==> src/rtl/counter_scheduler.sv <==
// Round-robin time-sharing of one external flex_counter among NUM_REQ requesters.
// Latency: grant 1 cycle after request, done at dur+3, IDLE again at dur+4.
// Backpressure: losers hold req in IDLE; dropping req[owner] mid-run aborts the interval.
module counter_scheduler #(
    parameter int NUM_REQ      = 4,
    parameter int NUM_CNT_BITS = 8
) (
    input  logic                            clk,
    input  logic                            rst,
    input  logic [NUM_REQ-1:0]              req,
    input  logic [NUM_REQ*NUM_CNT_BITS-1:0] dur,
    output logic [NUM_REQ-1:0]              gnt,
    output logic [NUM_REQ-1:0]              done,
    output logic                            busy,
    output logic                            cnt_clear,
    output logic                            cnt_enable,
    output logic [NUM_CNT_BITS-1:0]         cnt_rollover_val,
    input  logic                            cnt_rollover_flag
);

    localparam int IDX_W = (NUM_REQ > 1) ? $clog2(NUM_REQ) : 1;

    typedef enum logic [1:0] {
        S_IDLE,
        S_LOAD,
        S_RUN,
        S_DONE
    } state_t;

    state_t                  state;
    state_t                  state_nxt;
    logic [IDX_W-1:0]        owner;
    logic [IDX_W-1:0]        ptr;
    logic [IDX_W-1:0]        pick;
    logic [IDX_W-1:0]        owner_inc;
    logic                    any_req;
    logic                    owner_req;
    logic                    ptr_adv;
    logic [NUM_REQ-1:0]      owner_oh;
    logic [2*NUM_REQ-1:0]    req_dbl;
    logic [NUM_REQ-1:0]      req_rot;
    logic [NUM_CNT_BITS-1:0] pick_dur;

    // Rotate requests so bit 0 is the pointer position; first set bit wins.
    always_comb begin
        int idx;
        idx     = 0;
        any_req = 1'b0;
        pick    = '0;
        req_dbl = {req, req} >> ptr;
        req_rot = req_dbl[NUM_REQ-1:0];
        for (int k = 0; k < NUM_REQ; k++) begin
            if (!any_req && req_rot[k]) begin
                any_req = 1'b1;
                idx     = int'(ptr) + k;
                if (idx >= NUM_REQ) begin
                    idx = idx - NUM_REQ;
                end
                pick = IDX_W'(idx);
            end
        end
    end

    always_comb begin
        pick_dur = '0;
        owner_oh = '0;
        for (int i = 0; i < NUM_REQ; i++) begin
            if (pick == IDX_W'(i)) begin
                pick_dur = dur[i*NUM_CNT_BITS +: NUM_CNT_BITS];
            end
            owner_oh[i] = (owner == IDX_W'(i));
        end
        owner_req = |(req & owner_oh);
        owner_inc = (owner == IDX_W'(NUM_REQ - 1)) ? '0 : owner + 1'b1;
    end

    always_ff @(posedge clk) begin
        if (rst) begin
            state            <= S_IDLE;
            owner            <= '0;
            ptr              <= '0;
            cnt_rollover_val <= '0;
        end else begin
            state <= state_nxt;
            if (state == S_IDLE && any_req) begin
                owner            <= pick;
                cnt_rollover_val <= pick_dur;
            end
            if (ptr_adv) begin
                ptr <= owner_inc;
            end
        end
    end

    always_comb begin
        state_nxt  = state;
        cnt_clear  = 1'b0;
        cnt_enable = 1'b0;
        done       = '0;
        ptr_adv    = 1'b0;
        busy       = (state != S_IDLE);
        gnt        = (state != S_IDLE) ? owner_oh : '0;
        unique case (state)
            S_IDLE: begin
                if (any_req) begin
                    state_nxt = S_LOAD;
                end
            end
            S_LOAD: begin
                cnt_clear = 1'b1;
                // A rollover value of zero never flags, so skip counting.
                state_nxt = (cnt_rollover_val == '0) ? S_DONE : S_RUN;
            end
            S_RUN: begin
                if (!owner_req) begin
                    cnt_clear = 1'b1;
                    ptr_adv   = 1'b1;
                    state_nxt = S_IDLE;
                end else begin
                    cnt_enable = ~cnt_rollover_flag;
                    if (cnt_rollover_flag) begin
                        state_nxt = S_DONE;
                    end
                end
            end
            S_DONE: begin
                done      = owner_oh;
                cnt_clear = 1'b1;
                ptr_adv   = 1'b1;
                state_nxt = S_IDLE;
            end
            default: state_nxt = S_IDLE;
        endcase
    end

endmodule
==> config.mk <==
export PLATFORM = sky130hd
export DESIGN_NAME = counter_scheduler
export DESIGN_NICKNAME = d
export VERILOG_FILES = /design/src/rtl/counter_scheduler.sv
export SDC_FILE = /design/constraint.sdc
export NUM_CORES = 1
export LEC_CHECK = 0
export BUFFER_PORTS_ARGS = -buffer_cell sky130_fd_sc_hd__buf_2
export CORE_UTILIZATION = 40
export DETAILED_ROUTE_END_ITERATION = 8
export GPL_TIMING_DRIVEN = 0
export PLACE_DENSITY = 0.76
export SLEW_MARGIN = 40
export SYNTH_ARGS = -nofsm -noshare
export SYNTH_HDL_FRONTEND = slang
export SYNTH_SLANG_ARGS = --single-unit
==> constraint.sdc <==
create_clock -name clk -period 1.9 [get_ports clk]
set_input_delay 0.095 -clock clk [delete_from_list [all_inputs] [get_ports clk]]
set_output_delay 0.095 -clock clk [all_outputs]
set_load 0.02 [all_outputs]
After elaboration in Yosys (flattened, before gate mapping)

Index checks and enable logic that the tools add are counted.

Add/subtract/negate cells: 8
Multiply operators: 0
Div/mod/pow operators: 0
Order comparisons: 4
Equality and inequality tests: 11
Shifts and indexed selects: 1
Muxes and demuxes: 29
Bitwise logic cells: 2
Reductions and logical operators: 15

Operator list:

| operator              | number |
|---|---|
| $mux W8               | 4 |
| $mux W2               | 12 |
| $eq A2 B2 Y1 const B  | 6 |
| $ge A3 B3 Y1 const B  | 3 |
| $logic_not A8 Y1      | 1 |
| $mux W1               | 8 |
| $mux W4               | 2 |
| $pmux W2 S4           | 1 |
| $shr A8 B2 Y4         | 1 |
| $sub A2 B1 Y2 const B | 4 |
| $add A2 B2 Y3 const B | 2 |
| $eq A2 B1 Y1 const B  | 3 |
| $logic_not A2 Y1      | 3 |
| $and A4 B4 Y4         | 1 |
| $logic_and A1 B1 Y1   | 4 |
| $pmux W1 S2           | 2 |
| $reduce_or A4 Y1      | 1 |
| $add A2 B1 Y3 const B | 1 |
| $ge A2 B3 Y1 const B  | 1 |
| $logic_not A1 Y1      | 3 |
| $ne A3 B3 Y1 const B  | 1 |
| $add A2 B1 Y2 const B | 1 |
| $ne A2 B2 Y1 const B  | 1 |
| $reduce_and A2 Y1     | 1 |
| 3 further kinds       | 3 |

Register bits: 14
Bits in latches: 0
Memory bits (writable): 0
Memory bits (read-only): 0
Bits of input ports: 39
Output and inout port bits: 19
Word-level logic and storage cells: 74
Memories kept: 0

Logic depth before layout (Yosys ltp)

Gate-level depths: netlist of the first run.

Word-level depth: 16
Mapped depth: 8
Gate-level depth less buffers: 7

Worst setup path before layout of the first run

No wires, ideal clock.

Kind: flip-flop to flip-flop
From: register owner[0]
To: register state[0]
Setup time: 127 ps
Data arrival time: 1798 ps
Data required time: 1773 ps
Setup slack: -25 ps
Cell stages (with the launch flop): 7
Buffers on the path: 0
Clock period less this slack: 1925 ps
Cell sequence: dfxtp_1 -> ha_1 -> a22o_1 -> a221oi_1 -> nor4b_1 -> a211o_1 -> a21oi_1

Word-level cells in the longest chain between the ends: 5
Elaborated cells between the ends (all ways): 10
Those cells by class: eq/ne: 4; mux: 2; bitwise: 1; reduce/logical: 3

RTL lines:

| element                                                 | RTL line | text |
|---|---|---|
| start, declared                                         | 32       | `logic [IDX_W-1:0] owner;` |
| start signal, assigned                                  | 86       | `owner <= pick;` |
| $eq A2 B1 Y1 (tied with other cells)                    | 71       | `owner_oh[i] = (owner == IDX_W'(i));` |
| $and A4 B4 Y4 (*)                                       | 73       | `owner_req = \|(req & owner_oh);` |
| $reduce_or A4 Y1 (*)                                    | 73       |  |
| $mux W2 / $ne A3 B3 Y1 (equally long branches)          | --       |  |
| $pmux W2 S4 / $reduce_and A2 Y1 (equally long branches) | --       |  |
| end signal, assigned                                    | 84       | `state <= state_nxt;` |
| end, declared                                           | 30       | `state_t state;` |

Every way passes the cells marked *; elsewhere a longest branch is shown, timed or not.
A chain may end at the register's enable or synchronous reset.

Worst setup path after layout of the first run

From: register ptr[0]
To: register cnt_rollover_val[6]

Word-level cells in the longest chain between the ends: 16
Elaborated cells between the ends (all ways): 39
Those cells by class: add/sub: 7; order compare: 4; eq/ne: 3; shift: 1; mux: 16; reduce/logical: 8

RTL lines:

| element                                                | RTL line | text |
|---|---|---|
| start, declared                                        | 33       | `logic [IDX_W-1:0] ptr;` |
| start signal, assigned                                 | 90       | `ptr <= owner_inc;` |
| branches (longest 16 deep; another with $add A2 B1 Y3) | --       |  |
| end signal, assigned                                   | 87       | `cnt_rollover_val <= pick_dur;` |
| end, declared                                          | 17       | `output logic [NUM_CNT_BITS-1:0] cnt_rollover_val,` |

Several ways; the timed one is not identified.

==> results of run 1 <==
## cells in the final DEF (no fill, tap or decap), drive strengths merged, types with 7 or more instances in the layout
| master | netlist | final |
|---|---|---|
| clkbuf | 4 | 8 |
| and3 | 10 | 10 |
| dfxtp | 14 | 14 |
| nand2b | 8 | 8 |
| nor3 | 7 | 7 |
| a211oi | 7 | 7 |
| nor2b | 8 | 8 |
| nor2 | 7 | 7 |
| buf | 6 | 66 |
| nor4 | 9 | 9 |
## logic make-up (layout without fill, tap and decap cells)
family / count (synthesis) / after routing / synth area share [%]
mux: 6 / 6 / 5.65
compound gates: 27 / 27 / 19.4
fa+ha+maj: 4 / 4 / 4.71
buf+inv: 13 / 77 / 7.30
simple gates: 62 / 62 / 36.5
flops: 14 / 14 / 26.4
## synth_stat cells (5+ instances only)
master | n | area share (%)
sky130_fd_sc_hd__nor2b_1 | 8 | 4.7
sky130_fd_sc_hd__and3_1 | 5 | 2.9
sky130_fd_sc_hd__dfxtp_1 | 14 | 26
sky130_fd_sc_hd__mux2i_1 | 6 | 5.7
sky130_fd_sc_hd__and3_2 | 5 | 3.5
sky130_fd_sc_hd__nor4_1 | 9 | 5.3
sky130_fd_sc_hd__nor2_1 | 7 | 2.5
sky130_fd_sc_hd__a211oi_1 | 7 | 4.9
sky130_fd_sc_hd__nor3_1 | 7 | 3.3
sky130_fd_sc_hd__nand2b_1 | 8 | 4.7
sky130_fd_sc_hd__o41ai_1 | 6 | 4.9
## power by group
group | internal (mW) | leakage [nW] | switching [mW]
logic | 0.258 | 0.598 | 0.323
registers | 0.342 | 0.118 | 0.0471
clock network | 0.117 | 0.0210 | 0.105
## worst register-to-register path, cell delays in order, from the launching register on
cell,delay [ns]
sky130_fd_sc_hd__dfxtp_2,0.35
sky130_fd_sc_hd__nor2b_1,0.06
sky130_fd_sc_hd__or4_1,0.55
sky130_fd_sc_hd__buf_6,0.17
sky130_fd_sc_hd__nand2_8,0.08
sky130_fd_sc_hd__buf_12,0.12
sky130_fd_sc_hd__buf_4,0.11
sky130_fd_sc_hd__mux2i_1,0.17
sky130_fd_sc_hd__o221ai_1,0.13
## what timing repair did
action	4_1_cts	5_1_grt
gates cloned	0	1
endpoints found under the setup margin	14	12
pin swaps	0	4
setup buffers	0	4
gates resized for setup	7	17
## stage by stage
stage | instance area (sq um) | power (mW) | setup WS [ns] | setup TNS [ns] | util [%]
floorplan | 1070 | 0.723 | 0.00953 | 0 | -
global placement | 1390 | 0.871 | -0.222 | -1.09 | 55.7
detailed placement | 1390 | 0.886 | -0.238 | -1.39 | 55.7
CTS | 1460 | 1.12 | 0.00193 | 0 | 58.3
global route | 1560 | 1.27 | -0.0268 | -0.0522 | 62.2
finish | 1560 | 1.19 | 0.0504 | 0 | 62.2
## sequential cells by signal (all words and copies together), names as in the netlist
register,cells
state,2
ptr,2
owner,2
cnt_rollover_val,8
## worst paths after layout
| path | to | slack (ns) | cells past startpoint |
|---|---|---|---|
| max | cnt_rollover_val[6] | 0.05 | 8 |
| min | cnt_rollover_val[1] | 0.06 | 2 |
| max reg2reg | cnt_rollover_val[6] | 0.05 | 8 |
| min reg2reg | owner[0] | 0.51 | 2 |
## final cells by class
class	count	area (sq um)	share of cell area [%]
Timing Repair Buffer	62	347	22.3
Multi-Input combinational cell	99	777	50.0
Sequential cell	14	288	18.5
Tap cell	30	37.5	2.41
Buffer	8	58.8	3.78
Inverter	3	11.3	0.724
Clock buffer	4	36.3	2.33
## per-layer routing
| layer | GRT usage (%) | routed length, microns | vias to the layer above | share of wire [%] |
|---|---|---|---|---|
| met2 | 34.4 | 1630 | 37 | 49 |
| met3 | 2.26 | 125 | 10 | 3.8 |
| met1 | 32.2 | 1490 | 579 | 45 |
| met5 | 0 | 0 | - | 0 |
| met4 | 7.02 | 62 | 0 | 1.9 |
| li1 | - | - | 610 | - |
==> qor.tcl, run 1 <==
set qor(finalWorstPathRequiredPeriod_ns) 1.85
set qor(design.die.area_sq_um) 2870
set qor(clock_path_buffers) 2
set qor(synth_seq_area_share_pct) 26.4
set qor(tightestPinTransition_ns) 0.536
set qor(post-route-period-util_pct) 97.3
set qor(start_util_pct) 42.5
set qor(async_reset_ff_share_pct) 0
set qor(synth_enable_flop_cells) 0
set qor(post_cts_hold_buffer_count) 0
set qor(hold_viol) 0
set qor(placed_cells) 213
set qor(number_of_diodes_added_for_antenna_fixing) 0
set qor(syn_area_sq_um) 1060
set qor(maxCapViolCount) 0
set qor(max_freq_mhz) 541
set qor(initial_antenna_violation_count) 0
set qor(hp-class) {in -> reg}
set qor(h-tree-depth) 1
set qor(worst_skew_pair_later_pin_latency_ns) 0.28
set qor(mappedNetlistNets) 169
set qor(crit_fanout) 8
set qor(cp.buffers_inverters) 3
set qor(fin_skew_ns) 0.00573
set qor(worst_setup_path_startpoint) {ptr[0]}
set qor(report.final.setup_viol) 0
set qor(yosys_most_used_dff) {sky130_fd_sc_hd__dfxtp_1}
set qor(final_wl_mm) 3.30
set qor(grtUsageTotal_pct) 22.3
set qor(power_density_nw_per_um2) 766
set qor(critical_path_arrival_ns) 2.02
set qor(ir_drop_v) 0.000571
set qor(drt_drc_violations_left) 0
set qor(ant_nets) 0
set qor(path_delay_family) {simple AND/OR/NAND/NOR gates}
set qor(gpl.final_weighted_congestion) 0.764
set qor(fillCellCount) 217
set qor(die_height_microns) 53.5
set qor(slew_headroom_pct) 64.2
set qor(number_of_design_rule_violations_left_by_the_first_detailed_router_iteration) 19
set qor(tritoncts_clock_tree) {yes}
set qor(area_growth_syn_to_layout_pct) 46.4
set qor(mean_instance_size_in_the_synthesized_netlist_sq_um) 8.43
set qor(final_net_count) 234
set qor(detailedPlacementHpwl_mm) 2.40
set qor(setup.worst_path.end_class) {flop}
set qor(fp.dieW_microns) 53.5
set qor(area_inside_the_core_boundary_sq_um) 2500
set qor(final_max_slew_viol_count) 0
set qor(buffer_ports.inserted) 57
set qor(number_of_cells_produced_by_synthesis) 126
set qor(instances_no_fill) 220
set qor(hold_slack_ns) 0.0568
set qor(worstSetupPathType) {reg -> reg}
set qor(critPathRequiredTime_ns) 2.07
set qor(ctsRootBufferMaster) {sky130_fd_sc_hd__clkbuf_4}
set qor(grt_first_pass_wirelength_mm) 4.71
set qor(rows) 18
set qor(drive_above_1_share_pct) 50.5
set qor(synth.yosys.warnings) 0
set qor(num_vias) 1236
set qor(rsz0062_at_grt) {true}
set qor(cts_sinks) 14
set qor(worst_setup_path_start_kind) {flop}
set qor(clk_pin_slew_worst_paths_ns) 0.09
set qor(grt_pass1_vias) 1035
set qor(boundaryPins) 58
set qor(result_of_the_run) {finished clean}
set qor(postSynthRegisterBits) 14
set qor(timing.critical_path.cells) {nor2b_1, or4_1, buf_6, nand2_8, buf_12, buf_4, mux2i_1, o221ai_1}
set qor(vias_per_cell) 5.62
set qor(reg_to_reg_startpoint) {ptr[0]}
set qor(critical_path.slowest_cell) {sky130_fd_sc_hd__or4_1}
set qor(post_drt_wl_per_cell_microns) 15.0
set qor(grt_start_max_net_pins) 11
set qor(ys_types) 35
set qor(tritoncts.num_buffers) 3
set qor(grt-ovfl-total) 0
set qor(hold_path_startpoint) {rst}
set qor(leakage_power_total_nw) 0.736
set qor(detailedRoute.firstPassIterationCount) 4
set qor(critical_path.max_stage_delay_ns) 0.55
(Power assumes the default switching activity.)
==> run 2: changes to the inputs <==
==> constraint.sdc (replaced) <==
create_clock -name clk -period 1.9 [get_ports clk]
set_input_delay 0.19 -clock clk [delete_from_list [all_inputs] [get_ports clk]]
set_output_delay 0.19 -clock clk [all_outputs]
set_load 0.02 [all_outputs]
==> qor.tcl, run 2 (synthesis results as in run 1) <==
set qor(result_of_the_run) {complete, but fails checks}
set qor(violations_in_the_final_reports) {setup timing}
set qor(report.final.setup_viol) 2 ;# +2
set qor(final_max_slew_viol_count) 0 ;# unchanged
set qor(worst_skew_pair_later_pin_latency_ns) 0.29 ;# about the same
set qor(fillCellCount) 202 ;# -6.9%
set qor(tritoncts.num_buffers) 3 ;# unchanged
set qor(maxCapViolCount) 0 ;# unchanged
set qor(gpl.final_weighted_congestion) 0.764 ;# unchanged
set qor(number_of_design_rule_violations_left_by_the_first_detailed_router_iteration) 48 ;# +29
set qor(hold-path-cell-count) 2 ;# unchanged
set qor(design.die.area_sq_um) 2870 ;# unchanged
set qor(worst_setup_path_start_kind) {flop}
set qor(grt_pass1_vias) 1070 ;# +3.4%
set qor(tritoncts_clock_tree) {yes}
set qor(grtUsageTotal_pct) 22.9 ;# +0.65 points
set qor(ir_drop_v) 0.000574 ;# +0.54%
set qor(detailedPlacementHpwl_mm) 2.40 ;# unchanged
set qor(grt_first_pass_wirelength_mm) 4.83 ;# +2.5%
set qor(clock_path_buffers) 2 ;# unchanged
set qor(cts_sinks) 14 ;# unchanged
set qor(crit-reg2reg-capture) {ptr[0]}
set qor(boundaryPins) 58 ;# unchanged
set qor(critical_path.slowest_cell) {sky130_fd_sc_hd__dfxtp_4}
set qor(power_density_nw_per_um2) 762 ;# -0.59%
set qor(crit_fanout) 4 ;# -4
set qor(fin_util_pct) 66.4 ;# +4.2 points
set qor(area_growth_syn_to_layout_pct) 56.3
set qor(timing.reg2reg.setup_slack_ns) 0.01 ;# -0.04 ns
set qor(clk_pin_slew_worst_paths_ns) 0.09 ;# about the same
set qor(grt-ovfl-total) 0 ;# unchanged
set qor(grt_start_max_net_pins) 11 ;# unchanged
set qor(leakage_power_total_nw) 0.779 ;# +5.8%
set qor(setup_ws_ns) -0.0566 ;# -0.107 ns
set qor(vias_per_cell) 5.76 ;# +2.5%
set qor(hold_viol) 0 ;# unchanged
set qor(multi_input_comb_area_sq_um) 825 ;# +6.1%
set qor(die_height_microns) 53.5 ;# unchanged
set qor(hold_path_startpoint) {rst}
set qor(fp.dieW_microns) 53.5 ;# unchanged
set qor(cpMostUsedCell) {sky130_fd_sc_hd__buf_6}
set qor(area_inside_the_core_boundary_sq_um) 2500 ;# unchanged
set qor(max_freq_mhz) 511 ;# -5.5%
set qor(largest_register_ffs) 8 ;# unchanged
set qor(timing.critical_path.cells) {inv_4, ha_4, a22o_1, a221oi_4, buf_6, a21o_1, buf_6}
set qor(critical_path.max_stage_delay_ns) 0.40 ;# -0.15 ns
set qor(ctsRootBufferMaster) {sky130_fd_sc_hd__clkbuf_4}
set qor(dp_slack_ns) -0.238 ;# unchanged
set qor(h-tree-depth) 1 ;# unchanged
set qor(totalPowerFinal_mw) 1.26 ;# +6.1%
set qor(mostFrequentLayoutCell) {sky130_fd_sc_hd__buf_2}
set qor(rows) 18 ;# unchanged
set qor(buffer_ports.inserted) 57 ;# unchanged
set qor(num_vias) 1301 ;# +5.3%
set qor(reg_to_reg_startpoint) {owner[0]}
set qor(fin_skew_ns) 0.000783 ;# -0.00495 ns
set qor(slew_headroom_pct) 64.1 ;# -0.093 points
set qor(setup.worst_path.end_class) {output port}
set qor(whs_endpoint) {cnt_rollover_val[1]}
set qor(initial_antenna_violation_count) 0 ;# unchanged
set qor(post-route-period-util_pct) 103 ;# +5.6 points
set qor(detailedRoute.firstPassIterationCount) 4 ;# unchanged
set qor(max_flop_register) {cnt_rollover_val}
set qor(final_net_count) 240 ;# +2.6%
set qor(tightestPinTransition_ns) 0.538 ;# +0.00139 ns
set qor(finalWorstPathRequiredPeriod_ns) 1.96 ;# +0.107 ns
set qor(timing.setup.tns_ns) -0.0736 ;# -0.0736 ns
set qor(timing.reg2reg.worst_path_depth) 8 ;# unchanged
set qor(drive_above_1_share_pct) 55.1 ;# +4.6 points
set qor(worstSetupPathType) {reg -> out}
set qor(register_area_sq_um) 292 ;# +1.3%
set qor(number_of_diodes_added_for_antenna_fixing) 0 ;# unchanged
set qor(critPathRequiredTime_ns) 1.71 ;# -0.36 ns
set qor(start_util_pct) 42.5 ;# unchanged
set qor(ant_nets) 0 ;# unchanged
set qor(final_wl_mm) 3.73 ;# +13%
set qor(most-common-layout-cells) {sky130_fd_sc_hd__buf_2, sky130_fd_sc_hd__buf_4, sky130_fd_sc_hd__nor4_1, sky130_fd_sc_hd__dfxtp_1}
set qor(post_drt_wl_per_cell_microns) 16.5 ;# +10%
set qor(drt_drc_violations_left) 0 ;# unchanged
set qor(hp-class) {in -> reg}
set qor(critical_path_arrival_ns) 1.77 ;# -0.25 ns
set qor(rsz0062_at_grt) {true}
-- run 2: what timing repair did --
action / CTS / global route
setup endpoints to repair: 14 / 12
gates cloned: 0 / 1
hold buffers: 0 / 0
pin swaps: 3 / 6
resized for setup: 11 / 26
buffers inserted: 3 / 7
-- run 2: routing by layer --
metal	GRT usage (%)	part of all wire (%)
met2	35.2	50
met5	0	0
met4	7.02	1.7
met3	2.26	4.8
met1	33.4	43
-- run 2: area by class of cell --
cell class                 count  area share (%)
clock buffer                   4            2.19
tap                           30            2.26
sequential                    14            17.6
multi-input combinational     99            49.7
buffer                         8            3.54
inverter                       3           0.829
timing repair buffer          68            24.0
-- run 2: how the worst max path moves through the flow --
stage / slack [ns] / from / end
floorplan: 0.01 / owner[0] / ptr[0]
global placement: -0.22 / owner[0] / ptr[0]
detailed placement: -0.24 / owner[0] / ptr[0]
CTS: 0.002 / owner[0] / ptr[0]
global route: -0.13 / owner[0] / cnt_clear
finish: -0.06 / owner[0] / cnt_clear
-- run 2: where the power goes --
part	leakage (nW)	internal (mW)	total (mW)	switching, mW
clock	0.0210	0.117	0.226	0.110
sequential	0.118	0.342	0.393	0.0512
combinational	0.640	0.294	0.645	0.351
-- run 2: worst max-delay path, delay by kind of cell, from the launching register on --
| kind | cells | cell delay (ns) |
|---|---|---|
| AO/OA/AOI/OAI | 3 | 0.58 |
| flip-flops | 1 | 0.40 |
| buffers and inverters | 3 | 0.32 |
| adder cells (fa/ha/maj) | 1 | 0.15 |
-- run 2: through the flow --
step	hold slack, ns	instance area (sq um)	cells
2_1_floorplan	0.266	1070	126
3_3_place_gp	0.456	1390	213
3_5_place_dp	0.452	1390	213
4_1_cts	0.144	1490	220
5_1_grt	0.138	1660	226
6_report	0.155	1660	226
==> run 3: changes to the inputs <==
- PLACE_DENSITY: 0.76 -> 0.79
==> qor.tcl, run 3 (synthesis results as in run 1) <==
set qor(final_wl_mm) 3.30 ;# -11%
set qor(multi_input_comb_area_sq_um) 788 ;# -4.4%
set qor(num_vias) 1237 ;# -4.9%
set qor(placed_cells) 213 ;# unchanged
set qor(fillCellCount) 197 ;# -2.5%
set qor(grt-ovfl-total) 0 ;# unchanged
set qor(h-tree-depth) 1 ;# unchanged
set qor(ctsRootBufferMaster) {sky130_fd_sc_hd__clkbuf_4}
set qor(start_util_pct) 42.5 ;# unchanged
set qor(hp-class) {in -> reg}
set qor(violations_in_the_final_reports) {setup timing}
set qor(result_of_the_run) {complete, but fails checks}
set qor(detailedPlacementHpwl_mm) 2.39 ;# -0.25%
set qor(hold_viol) 0 ;# unchanged
set qor(post_drt_wl_per_cell_microns) 14.8 ;# -11%
set qor(rows) 18 ;# unchanged
set qor(max_freq_mhz) 525 ;# +2.8%
set qor(area_growth_syn_to_layout_pct) 48.1
set qor(grtUsageTotal_pct) 22.6 ;# -0.30 points
set qor(ir_drop_v) 0.000428 ;# -25%
set qor(crit-reg2reg-capture) {ptr[0]}
set qor(final_net_count) 239 ;# -0.42%
set qor(critical_path_arrival_ns) 1.71 ;# -0.06 ns
set qor(tightestPinTransition_ns) 0.501 ;# -0.0370 ns
set qor(grt_pass1_vias) 1070 ;# unchanged
set qor(rsz0062_at_grt) {true}
set qor(worst_setup_path_start_kind) {flop}
set qor(final_max_slew_viol_count) 0 ;# unchanged
set qor(initial_antenna_violation_count) 0 ;# unchanged
set qor(hold-path-cell-count) 2 ;# unchanged
set qor(tritoncts_clock_tree) {yes}
set qor(number_of_diodes_added_for_antenna_fixing) 0 ;# unchanged
set qor(fp.dieW_microns) 53.5 ;# unchanged
set qor(setup.worst_path.end_class) {output port}
set qor(critPathRequiredTime_ns) 1.71 ;# about the same
set qor(tritoncts.num_buffers) 3 ;# unchanged
set qor(reg_to_reg_startpoint) {owner[0]}
set qor(whs_endpoint) {cnt_rollover_val[1]}
set qor(drt_drc_violations_left) 0 ;# unchanged
set qor(instances_no_fill) 224 ;# -0.88%
set qor(leakage_power_total_nw) 0.749 ;# -3.8%
set qor(vias_per_cell) 5.52 ;# -4.1%
set qor(clk_pin_slew_worst_paths_ns) 0.09 ;# about the same
set qor(drive_above_1_share_pct) 51.0 ;# -4.1 points
set qor(gpl.final_weighted_congestion) 0.820 ;# +7.3%
set qor(largest_register_ffs) 8 ;# unchanged
set qor(timing.reg2reg.setup_slack_ns) 0.09 ;# +0.08 ns
set qor(fin_skew_ns) 0.00582 ;# +0.00503 ns
set qor(buffer_ports.inserted) 57 ;# unchanged
set qor(post-route-period-util_pct) 100 ;# -2.8 points
set qor(worst_skew_pair_later_pin_latency_ns) 0.28 ;# about the same
set qor(hold_path_startpoint) {rst}
set qor(finalWorstPathRequiredPeriod_ns) 1.90 ;# -0.0525 ns
set qor(grt_start_max_net_pins) 11 ;# unchanged
set qor(boundaryPins) 58 ;# unchanged
set qor(ant_nets) 0 ;# unchanged
set qor(mostFrequentLayoutCell) {sky130_fd_sc_hd__buf_2}
set qor(worstSetupPathType) {reg -> out}
set qor(clock_path_buffers) 2 ;# unchanged
set qor(most-common-layout-cells) {sky130_fd_sc_hd__buf_2, sky130_fd_sc_hd__dfxtp_1, sky130_fd_sc_hd__nor4_1, sky130_fd_sc_hd__buf_4}
set qor(register_area_sq_um) 285 ;# -2.1%
set qor(hold_slack_ns) 0.156 ;# +0.000970 ns
set qor(power_density_nw_per_um2) 737 ;# -3.2%
set qor(area_inside_the_core_boundary_sq_um) 2500 ;# unchanged
set qor(die_height_microns) 53.5 ;# unchanged
set qor(report.final.setup_viol) 1 ;# -1
set qor(timing.reg2reg.worst_path_depth) 6 ;# -2
set qor(detailedRoute.firstPassIterationCount) 4 ;# unchanged
set qor(number_of_design_rule_violations_left_by_the_first_detailed_router_iteration) 21 ;# -56%
set qor(cts_sinks) 14 ;# unchanged
set qor(slew_headroom_pct) 66.6 ;# +2.5 points
set qor(grt_first_pass_wirelength_mm) 4.69 ;# -2.9%
set qor(maxCapViolCount) 0 ;# unchanged
set qor(crit_fanout) 4 ;# unchanged
set qor(design.die.area_sq_um) 2870 ;# unchanged
set qor(max_flop_register) {cnt_rollover_val}
set qor(setup_ws_ns) -0.00412 ;# +0.0525 ns
-- run 3: changes by cell type in the layout (fill, tap and decap cells not counted), sizes merged --
cell and delta:
buf -2
-- run 3: worst max path at each step --
stage / from / to / slack (ns) / depth (start not counted)
2_1_floorplan: owner[0] / ptr[0] / 0.01 / 7
3_3_place_gp: owner[0] / ptr[0] / -0.20 / 7
3_5_place_dp: owner[0] / ptr[0] / -0.25 / 7
4_1_cts: owner[0] / cnt_clear / 0.007 / 6
5_1_grt: owner[0] / cnt_clear / -0.06 / 5
6_report: owner[0] / cnt_clear / -0.004 / 5
-- run 3: worst max-delay path: stages (launching register included) --
cell and delay [ns]:
sky130_fd_sc_hd__dfxtp_4 0.37, sky130_fd_sc_hd__ha_2 0.21, sky130_fd_sc_hd__a22o_1 0.24, sky130_fd_sc_hd__a221oi_4 0.29, sky130_fd_sc_hd__a21o_1 0.20, sky130_fd_sc_hd__buf_6 0.13
-- run 3: cell type report --
class                           count  share of cell area [%]
Sequential cell                    14                    18.1
Multi-Input combinational cell     99                    50.1
Tap cell                           30                    2.39
Buffer                             10                    4.53
Clock buffer                        3                    1.43
Inverter                            3                   0.875
Timing Repair Buffer               65                    22.5
-- run 3: through the flow --
step	instance area [sq um]	TNS, ns	util [%]	power (mW)	worst slack [ns]
after floorplan	1070	0	-	0.723	0.00953
after global placement	1390	-0.982	55.7	0.869	-0.198
after detailed placement	1390	-1.65	55.7	0.886	-0.245
after CTS	1470	0	58.7	1.09	0.00715
after global routing	1570	-0.0982	62.9	1.23	-0.0616
final	1570	-0.00412	62.9	1.16	-0.00412
-- run 3: where the power goes --
group	total [mW]	switching, mW	internal, mW
Combinational	0.611	0.333	0.278
Sequential	0.379	0.0382	0.341
Clock	0.170	0.0963	0.0734
Total	1.16	0.467	0.692
-- run 3: repair_timing --
action                                  CTS  global route
setup buffers                             2             6
pin swaps                                 2             4
endpoints found under the setup margin   11            12
endpoints found under the hold margin     0             0
hold buffers                              0             0
resized for setup                        10            16
-- run 3: metal layers --
metal  vias to the layer above  share of wire [%]  global-route usage (%)
met5                         -                  0                       0
met4                         0                1.1                    8.77
met3                         6                5.2                    3.11
met2                        51                 49                    36.9
met1                       564                 44                    30.0
li1                        616                  -                       -
